$ cat config.mk
export PLATFORM = sky130hd
export DESIGN_NAME = sparse_encoder
export DESIGN_NICKNAME = d
export VERILOG_FILES = /design/src/rtl/sparse_mac_pkg.sv /design/src/rtl/sparse_encoder_wr_stage.sv /design/src/rtl/sparse_encoder.sv
export SDC_FILE = /design/constraint.sdc
export NUM_CORES = 1
export LEC_CHECK = 0
export ABC_CLOCK_PERIOD_IN_PS = 8260
export CAP_MARGIN = 5
export CORE_MARGIN = 1.5
export CORE_UTILIZATION = 30
export CTS_CLUSTER_SIZE = 10
export DETAILED_ROUTE_END_ITERATION = 10
export HOLD_SLACK_MARGIN = 0.15
export PLACE_DENSITY = 0.65
export SKIP_CTS_REPAIR_TIMING = 1
export SLEW_MARGIN = 25
export SYNTH_ARGS = -nofsm -noshare
export SYNTH_HDL_FRONTEND = slang
export SYNTH_SLANG_ARGS = --single-unit
$ cat constraint.sdc
create_clock -name clk -period 8.26 [get_ports clk]
set_input_delay 1.652 -clock clk [delete_from_list [all_inputs] [get_ports clk]]
set_output_delay 1.652 -clock clk [all_outputs]
set_load 0.02 [all_outputs]
$ cat src/rtl/sparse_mac_pkg.sv
// Shared types for the sparse MAC datapath: value/index buses, the encoded SRAM
// entry layout, and the encoder state enum.
package sparse_mac_pkg;

   localparam int VALUE_W = 16;
   localparam int INDEX_W = 16;

   typedef logic [VALUE_W-1:0] value_bus_t;
   typedef logic [INDEX_W-1:0] index_bus_t;

   typedef struct packed {
      logic       done;
      value_bus_t value;
      index_bus_t skip;
   } sram_data_t;

   typedef enum logic [1:0] {
      ENC_IDLE,
      ENC_RUN,
      ENC_FLUSH
   } enc_state_e;

   localparam index_bus_t SKIP_MAX = '1;

endpackage

$ cat src/rtl/sparse_encoder_wr_stage.sv
// Single-entry SRAM write holding register plus the write address counter.
// The address advances only when a write actually completes.
module sparse_encoder_wr_stage
   import sparse_mac_pkg::*;
#(
   parameter int ADDR_W = 10
) (
   input  logic              clk,
   input  logic              rst,
   input  logic              addr_load_i,
   input  logic [ADDR_W-1:0] base_addr_i,
   input  logic              push_i,
   input  sram_data_t        push_data_i,
   input  logic              sram_wr_ready_i,
   output logic              can_push_o,
   output logic              wr_done_o,
   output logic              pending_o,
   output logic              sram_wr_en_o,
   output logic [ADDR_W-1:0] sram_wr_addr_o,
   output sram_data_t        sram_wr_data_o
);

   logic              valid_q, valid_d;
   logic [ADDR_W-1:0] addr_q, addr_d;
   sram_data_t        data_q, data_d;

   always_comb begin
      valid_d   = valid_q;
      addr_d    = addr_q;
      data_d    = data_q;
      wr_done_o = valid_q && sram_wr_ready_i;
      if (wr_done_o) begin
         valid_d = 1'b0;
         addr_d  = addr_q + ADDR_W'(1);
      end
      if (push_i) begin
         valid_d = 1'b1;
         data_d  = push_data_i;
      end
      if (addr_load_i) begin
         addr_d = base_addr_i;
      end
   end

   always_ff @(posedge clk or posedge rst) begin
      if (rst) begin
         valid_q <= 1'b0;
         addr_q  <= '0;
         data_q  <= '0;
      end else begin
         valid_q <= valid_d;
         addr_q  <= addr_d;
         data_q  <= data_d;
      end
   end

   assign can_push_o     = !valid_q || sram_wr_ready_i;
   assign pending_o      = valid_q;
   assign sram_wr_en_o   = valid_q;
   assign sram_wr_addr_o = addr_q;
   assign sram_wr_data_o = data_q;

endmodule

$ cat src/rtl/sparse_encoder.sv
// Dense-to-sparse run-length encoder: zeros are elided and counted into the
// skip field of the next emitted entry, entries are written to SRAM in order.
//
// state     | meaning
// ----------+-----------------------------------------------------------
// ENC_IDLE  | waiting for start; entry_count/overflow hold last results
// ENC_RUN   | consuming dense elements, emitting entries into wr stage
// ENC_FLUSH | last element taken; waiting for final write to complete
module sparse_encoder
   import sparse_mac_pkg::*;
#(
   parameter int ADDR_W = 10
) (
   input  logic              clk,
   input  logic              rst,
   input  logic              start,
   input  logic [ADDR_W-1:0] base_addr,
   input  logic [ADDR_W:0]   max_entries,
   input  logic              in_valid,
   output logic              in_ready,
   input  value_bus_t        in_value,
   input  logic              in_last,
   output logic              sram_wr_en,
   input  logic              sram_wr_ready,
   output logic [ADDR_W-1:0] sram_wr_addr,
   output sram_data_t        sram_wr_data,
   output logic              busy,
   output logic              vec_done,
   output logic [ADDR_W:0]   entry_count,
   output logic              overflow
);

   enc_state_e      state_q, state_d;
   index_bus_t      z_q, z_d;
   logic [ADDR_W:0] cnt_q, cnt_d;
   logic [ADDR_W:0] max_q, max_d;
   logic            ovf_q, ovf_d;

   logic       can_push, wr_done, pending;
   logic       push, addr_load, accept, emit;
   sram_data_t push_data;

   assign in_ready  = (state_q == ENC_RUN) && can_push;
   assign accept    = in_valid && in_ready;
   assign emit      = (in_value != '0) || in_last || (z_q == SKIP_MAX);
   assign push_data = '{done: in_last, value: in_value, skip: z_q};

   always_comb begin
      state_d   = state_q;
      z_d       = z_q;
      cnt_d     = cnt_q;
      max_d     = max_q;
      ovf_d     = ovf_q;
      push      = 1'b0;
      addr_load = 1'b0;
      vec_done  = 1'b0;
      case (state_q)
         ENC_IDLE: begin
            if (start) begin
               state_d   = ENC_RUN;
               max_d     = max_entries;
               z_d       = '0;
               cnt_d     = '0;
               ovf_d     = 1'b0;
               addr_load = 1'b1;
            end
         end
         ENC_RUN: begin
            if (accept) begin
               if (emit) begin
                  z_d = '0;
                  // Budget exhausted: entry is dropped but input keeps flowing.
                  if (cnt_q == max_q) begin
                     ovf_d = 1'b1;
                  end else begin
                     push  = 1'b1;
                     cnt_d = cnt_q + (ADDR_W+1)'(1);
                  end
               end else begin
                  z_d = z_q + index_bus_t'(1);
               end
               if (in_last) begin
                  state_d = ENC_FLUSH;
               end
            end
         end
         ENC_FLUSH: begin
            if (!pending || wr_done) begin
               vec_done = 1'b1;
               state_d  = ENC_IDLE;
            end
         end
         default: state_d = ENC_IDLE;
      endcase
   end

   always_ff @(posedge clk or posedge rst) begin
      if (rst) begin
         state_q <= ENC_IDLE;
         z_q     <= '0;
         cnt_q   <= '0;
         max_q   <= '0;
         ovf_q   <= 1'b0;
      end else begin
         state_q <= state_d;
         z_q     <= z_d;
         cnt_q   <= cnt_d;
         max_q   <= max_d;
         ovf_q   <= ovf_d;
      end
   end

   sparse_encoder_wr_stage #(
      .ADDR_W(ADDR_W)
   ) u_wr_stage (
      .clk             (clk),
      .rst             (rst),
      .addr_load_i     (addr_load),
      .base_addr_i     (base_addr),
      .push_i          (push),
      .push_data_i     (push_data),
      .sram_wr_ready_i (sram_wr_ready),
      .can_push_o      (can_push),
      .wr_done_o       (wr_done),
      .pending_o       (pending),
      .sram_wr_en_o    (sram_wr_en),
      .sram_wr_addr_o  (sram_wr_addr),
      .sram_wr_data_o  (sram_wr_data)
   );

   assign busy        = (state_q != ENC_IDLE);
   assign entry_count = cnt_q;
   assign overflow    = ovf_q;

endmodule
==> flow_summary.toml, run 1 <==
[run_status]
status = "complete, no violations"

[floorplan]
die_w_um = 118
die_area_mm2 = 0.0140
core_area_mm2 = 0.0128
num_rows = 41
start_util = 0.312
die_y_um = 118
io_pins = 102

[setup_path]
cp.arrival_ns = 3.34
worstSetupStartpoint = "sram_wr_ready"
critPathLaunchType = "input port"
critPathKind = "input port to primary output"
path_max_fanout = 9
crit_required_ns = 6.61
r2r-start = "z_q[8]"
worst_setup_path_end_kind = "primary output"

[grt]
grt_max_degree = 86
overflow = 0
grt_pass1_vias = 2963
antenna_found_initial = 0
grt_pass1_wl_um = 15100
grt_usage = 0.135

[place]
place_inst = 624
numPortBuffers = 101
post_dp_cell_area_mm2 = 0.00518
hpwl_um = 6380
place_ws_ns = 3.30
gp_congestion = 0.753

[logic_synthesis]
async_reset_ff_frac = 1.00
synthFlopType = "dfrtp_1"
synth-compound-area-share = 0.0626
synthSimpleGateAreaFrac = 0.169
synth_top_family_by_area = "simple AND/OR/NAND/NOR gates"
ys_seq_elements = 85
syn_avg_cell_area_um2 = 11.0
mappedNetlistArea_mm2 = 0.00398
synth_cell_types = 41
synth_xor_area_frac = 0.0704
syn_nets = 408
synth_adder_area_share = 0.00943
yosysSeqAreaShare = 0.534
yosys_warnings = 0
muxShareOfSynthArea = 0.127
synth_cells = 362
synth_edf_count = 0

[routing]
drtAntennaViolNets = 0
drc = 0
via_count = 2985
drt-initial-drc-count = 174
vias_per_cell = 4.66
routedWlPerCell_um = 14.0
routed_wl_um = 8950
first_pass_iters = 6

[cells_and_area]
syn_to_final_growth_pct = 38.3
fin_area_mm2 = 0.00550
antenna_cells = 0
drive_above_1_share = 0.145
post-route-util = 0.431
stdcell_count = 640
num-nets-final = 509

[sta]
period_share = 0.605
clock-skew-final_ns = 0.0100
setup_tns_ns = 0
slew_headroom = 0.497
rsz0062_at_grt = "false"
fmax_mhz = 200
whs_ns = 0.495
finalWorstSetupSlack_ns = 3.27
layout_min_cycle_time_ns = 4.99
report.final.hold_viol_count = 0
setup_viol = 0
drv_slew = 0
tightest_slew_ns = 0.744

[power]
p_per_area_mw_per_mm2 = 308
ir_worst_vdd_v = 0.000114
leakagePower_nw = 2.24
finalPower_mw = 1.69

[cts]
clock_latency_ns = 0.34
cts.sinks = 85
cts_buffer_depth = 2
cts_root_buf = "clkbuf_16"
cts_buffers = 9
htree_levels = 3
cts_tree = "yes"
clk_pin_slew_ns = 0.06

[min_path]
hp-start = "u_wr_stage.sram_wr_data_o[8]"
hp-class = "register to register"

[run]
cap_violations = 0
## worst max-delay path: stages
cell and delay [ns]:
clkdlybuf4s50_1 0.49, nand2b_1 0.29, nor2b_1 0.25, clkdlybuf4s50_1 0.65
## final timing paths
kind | cells after the start | slack, ns | end
setup / recovery | 4 | 3.27 | vec_done
setup reg to reg | 6 | 5.41 | u_wr_stage.sram_wr_data_o[24]
hold / removal | 1 | 0.49 | u_wr_stage.sram_wr_data_o[8]
max in group asynchronous | 3 | 5.89 | entry_count[0]
hold reg to reg | 1 | 0.49 | u_wr_stage.sram_wr_data_o[8]
min in group asynchronous | 3 | 1.83 | u_wr_stage.sram_wr_addr_o[6]
## registers in the layout (all words and copies together), names as in the netlist
name                       count
entry_count                   11
max_q                         11
z_q                           16
u_wr_stage.sram_wr_data_o     33
u_wr_stage.sram_wr_addr_o     10
overflow                       1
state_q                        2
u_wr_stage.pending_o           1
## metal layers
layer	vias to the layer above	wire (um)	global-route usage
li1	1470	-	-
met1	1435	4290	0.183
met2	69	4040	0.202
met3	11	490	0.0439
met4	0	129	0.0480
met5	-	0	0
## power breakdown
| group | switching, mW | internal [mW] |
|---|---|---|
| Sequential | 0.0895 | 0.527 |
| Combinational | 0.317 | 0.324 |
| Clock | 0.156 | 0.280 |
| Total | 0.563 | 1.13 |
## synthesized netlist by cell type (2+ instances only)
cell type	count	area share
buf_6	2	0.0057
or2_2	2	0.0031
and4_1	3	0.0066
nor3_1	5	0.0063
a31oi_1	2	0.0031
buf_4	2	0.0038
nand2b_1	3	0.0047
buf_2	3	0.0038
xor2_1	9	0.020
mux2_2	40	0.11
xnor2_1	23	0.051
nor2b_1	4	0.0063
nand3_1	26	0.033
o311ai_1	3	0.0066
mux2_1	4	0.011
clkbuf_1	10	0.0094
ha_1	3	0.0094
o211ai_1	8	0.015
nor2_1	25	0.024
inv_1	5	0.0047
and2_1	3	0.0047
nand4_1	5	0.0079
or3_1	2	0.0031
nand2_1	40	0.038
nor4_1	5	0.0079
dfrtp_1	85	0.53
and3_1	6	0.0094
a21oi_1	6	0.0075
nand3b_1	2	0.0038
o21ai_0	15	0.019
## cell usage in the layout, fill, tap and decap left out, types with 3 or more instances in the layout
cell type        count
mux2_2              40
clkdlybuf4s50_1    101
ha_1                 3
xnor2_1             23
clkbuf_16            9
and2_1               3
o311ai_1             3
nand3_1             26
o211ai_1             8
dfrtp_1             85
nor4_1               5
nor2_1              24
inv_1                4
nand2_1             40
nand4_1              5
and3_1               6
xor2_1               9
clkinv_2             3
and4_1               3
mux2_1               4
nand2b_1             3
a21oi_1              6
nor2b_1              4
buf_4                5
nor3_1               5
o21ai_0             15
## cell families after synthesis
kind of cell,Yosys count
adders and majority gates,3
and+or+nand+nor,136
DFF,85
buffers and inverters,22
AOI/OAI and AO/OA,39
muxes,45
xor gates and xnor gates,32
## cell type report
cell class	count	area, um^2
Clock buffer	12	256
Clock inverter	4	70.1
Fill cell	1176	7270
Inverter	5	20.0
Multi-Input combinational cell	255	1750
Sequential cell	85	2130
Tap cell	172	215
Timing Repair Buffer	107	1060
Power figures use the tool's default switching activity.
==> inputs of run 2 (changes only) <==
--- a/config.mk
+++ b/config.mk
@@ -5,7 +5,7 @@
 export SDC_FILE = /design/constraint.sdc
 export NUM_CORES = 1
 export LEC_CHECK = 0
-export ABC_CLOCK_PERIOD_IN_PS = 8260
+export ABC_CLOCK_PERIOD_IN_PS = 5200
 export CAP_MARGIN = 5
 export CORE_MARGIN = 1.5
 export CORE_UTILIZATION = 30
==> constraint.sdc (replaced) <==
create_clock -name clk -period 5.2 [get_ports clk]
set_input_delay 1.04 -clock clk [delete_from_list [all_inputs] [get_ports clk]]
set_output_delay 1.04 -clock clk [all_outputs]
set_load 0.02 [all_outputs]
==> run 2 against run 1 <==
  * Wire length grew 5.8%
  * Hold slack improved by 0.0086 ns
  * Die area did not move
  * Clock-buffer cell count decreased by 1
  * Clock skew fell by 0.0025 ns
  * Combinational power is 62% higher
  * Sequential power increased by 59%
  * Final area decreased by 0.45%
  * Via count increased by 2.9%
  * Critical path depth is the same
  * Worst setup slack lost 1.9 ns
  * Critical endpoint unchanged
==> flow_summary.toml, run 2 (synthesis results as in run 1) <==
[power]
p_int_mw = 1.74
ir_worst_vdd_v = 0.000207
power_frac_clock = 0.239
p_per_area_mw_per_mm2 = 484
combPwrFrac = 0.391
sw_frac_of_total = 0.344
power.switching_mw = 0.911
pwr-share-seq = 0.370
leakagePower_nw = 2.23

[sta]
fmax_mhz = 261
setup_viol = 0
layout_min_cycle_time_ns = 3.83
rsz0062_at_grt = "false"
clock-skew-final_ns = 0.00754
whs_ns = 0.503
tightest_slew_ns = 0.890
slew_headroom = 0.398
drv_slew = 0
period_share = 0.737
setup_tns_ns = 0
report.final.hold_viol_count = 0
finalWorstSetupSlack_ns = 1.37

[floorplan]
die_y_um = 118
start_util = 0.312
die_w_um = 118
num_rows = 41
core_area_mm2 = 0.0128
die_area_mm2 = 0.0140
io_pins = 102

[min_path]
holdPathStages = 2
hold_end = "overflow"
hp-class = "register to register"
hp-start = "overflow"

[cells_and_area]
largest_reg_flops = 33
drive_above_1_share = 0.146
antenna_cells = 0
final_cell_mix = "101 x clkdlybuf4s50_1, 85 x dfrtp_1, 40 x nand2_1, 40 x mux2_2, 26 x nand3_1"
num-nets-final = 508
syn_to_final_growth_pct = 37.6
final_common_cell = "clkdlybuf4s50_1"

[routing]
drtAntennaViolNets = 0
routedWlPerCell_um = 14.8
first_pass_iters = 4
drt-initial-drc-count = 250
via_count = 3072
drc = 0
vias_per_cell = 4.81
routed_wl_um = 9460

[place]
numPortBuffers = 101
hpwl_um = 6740
gp_congestion = 0.779
place_ws_ns = 1.39

[run_status]
status = "complete, no violations"

[grt]
met3_usage = 0.0521
gr-usage-met1 = 0.190
grt_max_degree = 53
grt_pass1_vias = 3158
grt_pass1_wl_um = 15900
overflow = 0
antenna_found_initial = 0
busiest_layer = "met2"
met2_usage = 0.215
grt_usage = 0.143

[setup_path]
rrSetupSlack_ns = 2.47
critPathLaunchType = "input port"
rr_worst_depth = 6
cp.arrival_ns = 2.79
crit_required_ns = 4.16
critPathKind = "input port to primary output"
worst_setup_path_end_kind = "primary output"
path_max_fanout = 9
r2r-start = "z_q[8]"
r2r_end = "u_wr_stage.sram_wr_data_o[8]"

[cts]
cts_buffers = 9
cts_buffer_depth = 2
cts_root_buf = "clkbuf_16"
htree_levels = 3
clock_latency_ns = 0.34
cts.sinks = 85
clk_pin_slew_ns = 0.06
cts_tree = "yes"

[run]
cap_violations = 0
-- run 2: cell count changes in the layout (fill, tap and decap cells not counted), sizes merged --
| cell | before | now |
|---|---|---|
| bufinv | 2 | 1 |
| buf | 6 | 5 |
| clkinv | 3 | 4 |
| clkbuf | 12 | 11 |
| inv | 4 | 5 |
-- run 2: metrics by stage --
step	instance area [um^2]	instances	power, mW	utilization
floorplan	3980	362	1.60	-
global placement	5180	623	2.01	0.405
detailed placement	5180	623	2.04	0.405
CTS	5470	639	2.68	0.428
global route	5480	639	2.81	0.429
finish	5480	639	2.65	0.429
-- run 2: worst max path at each step --
stage	startpoint	to	slack (ns)	depth (start not counted)
after floorplan	rst	entry_count[0]	1.97	1
after global placement	sram_wr_ready	vec_done	1.42	4
final	sram_wr_ready	vec_done	1.37	4
after detailed placement	in_value[0]	u_wr_stage.sram_wr_data_o[8]	1.39	7
after global routing	sram_wr_ready	vec_done	1.27	4
after CTS	sram_wr_ready	vec_done	1.40	4
-- run 2: power by group through the flow --
stage	Combinational, mW	Sequential [mW]	Clock, mW
after floorplan	0.488	1.12	0
after global placement	1.03	0.986	0
after detailed placement	1.04	0.993	0
after CTS	1.05	0.983	0.652
after global routing	1.12	1.01	0.683
final	1.04	0.981	0.634
-- run 2: layout make-up --
class / count / area (um^2)
tap: 172 / 215
timing repair buffer: 106 / 1060
clock inverter: 5 / 50.0
clock buffer: 11 / 243
fill: 1182 / 7300
sequential: 85 / 2130
inverter: 5 / 21.3
multi-input combinational: 255 / 1760
-- run 2: worst max-delay path: stages --
cell and delay [ns]:
clkdlybuf4s50_1 0.50, nand2b_1 0.33, nor2b_1 0.27, clkdlybuf4s50_1 0.65
-- run 2: layer usage --
metal	wire, um	up-vias
li1	-	1475
met1	4420	1493
met2	4250	94
met3	621	10
met4	166	0
met5	0	-
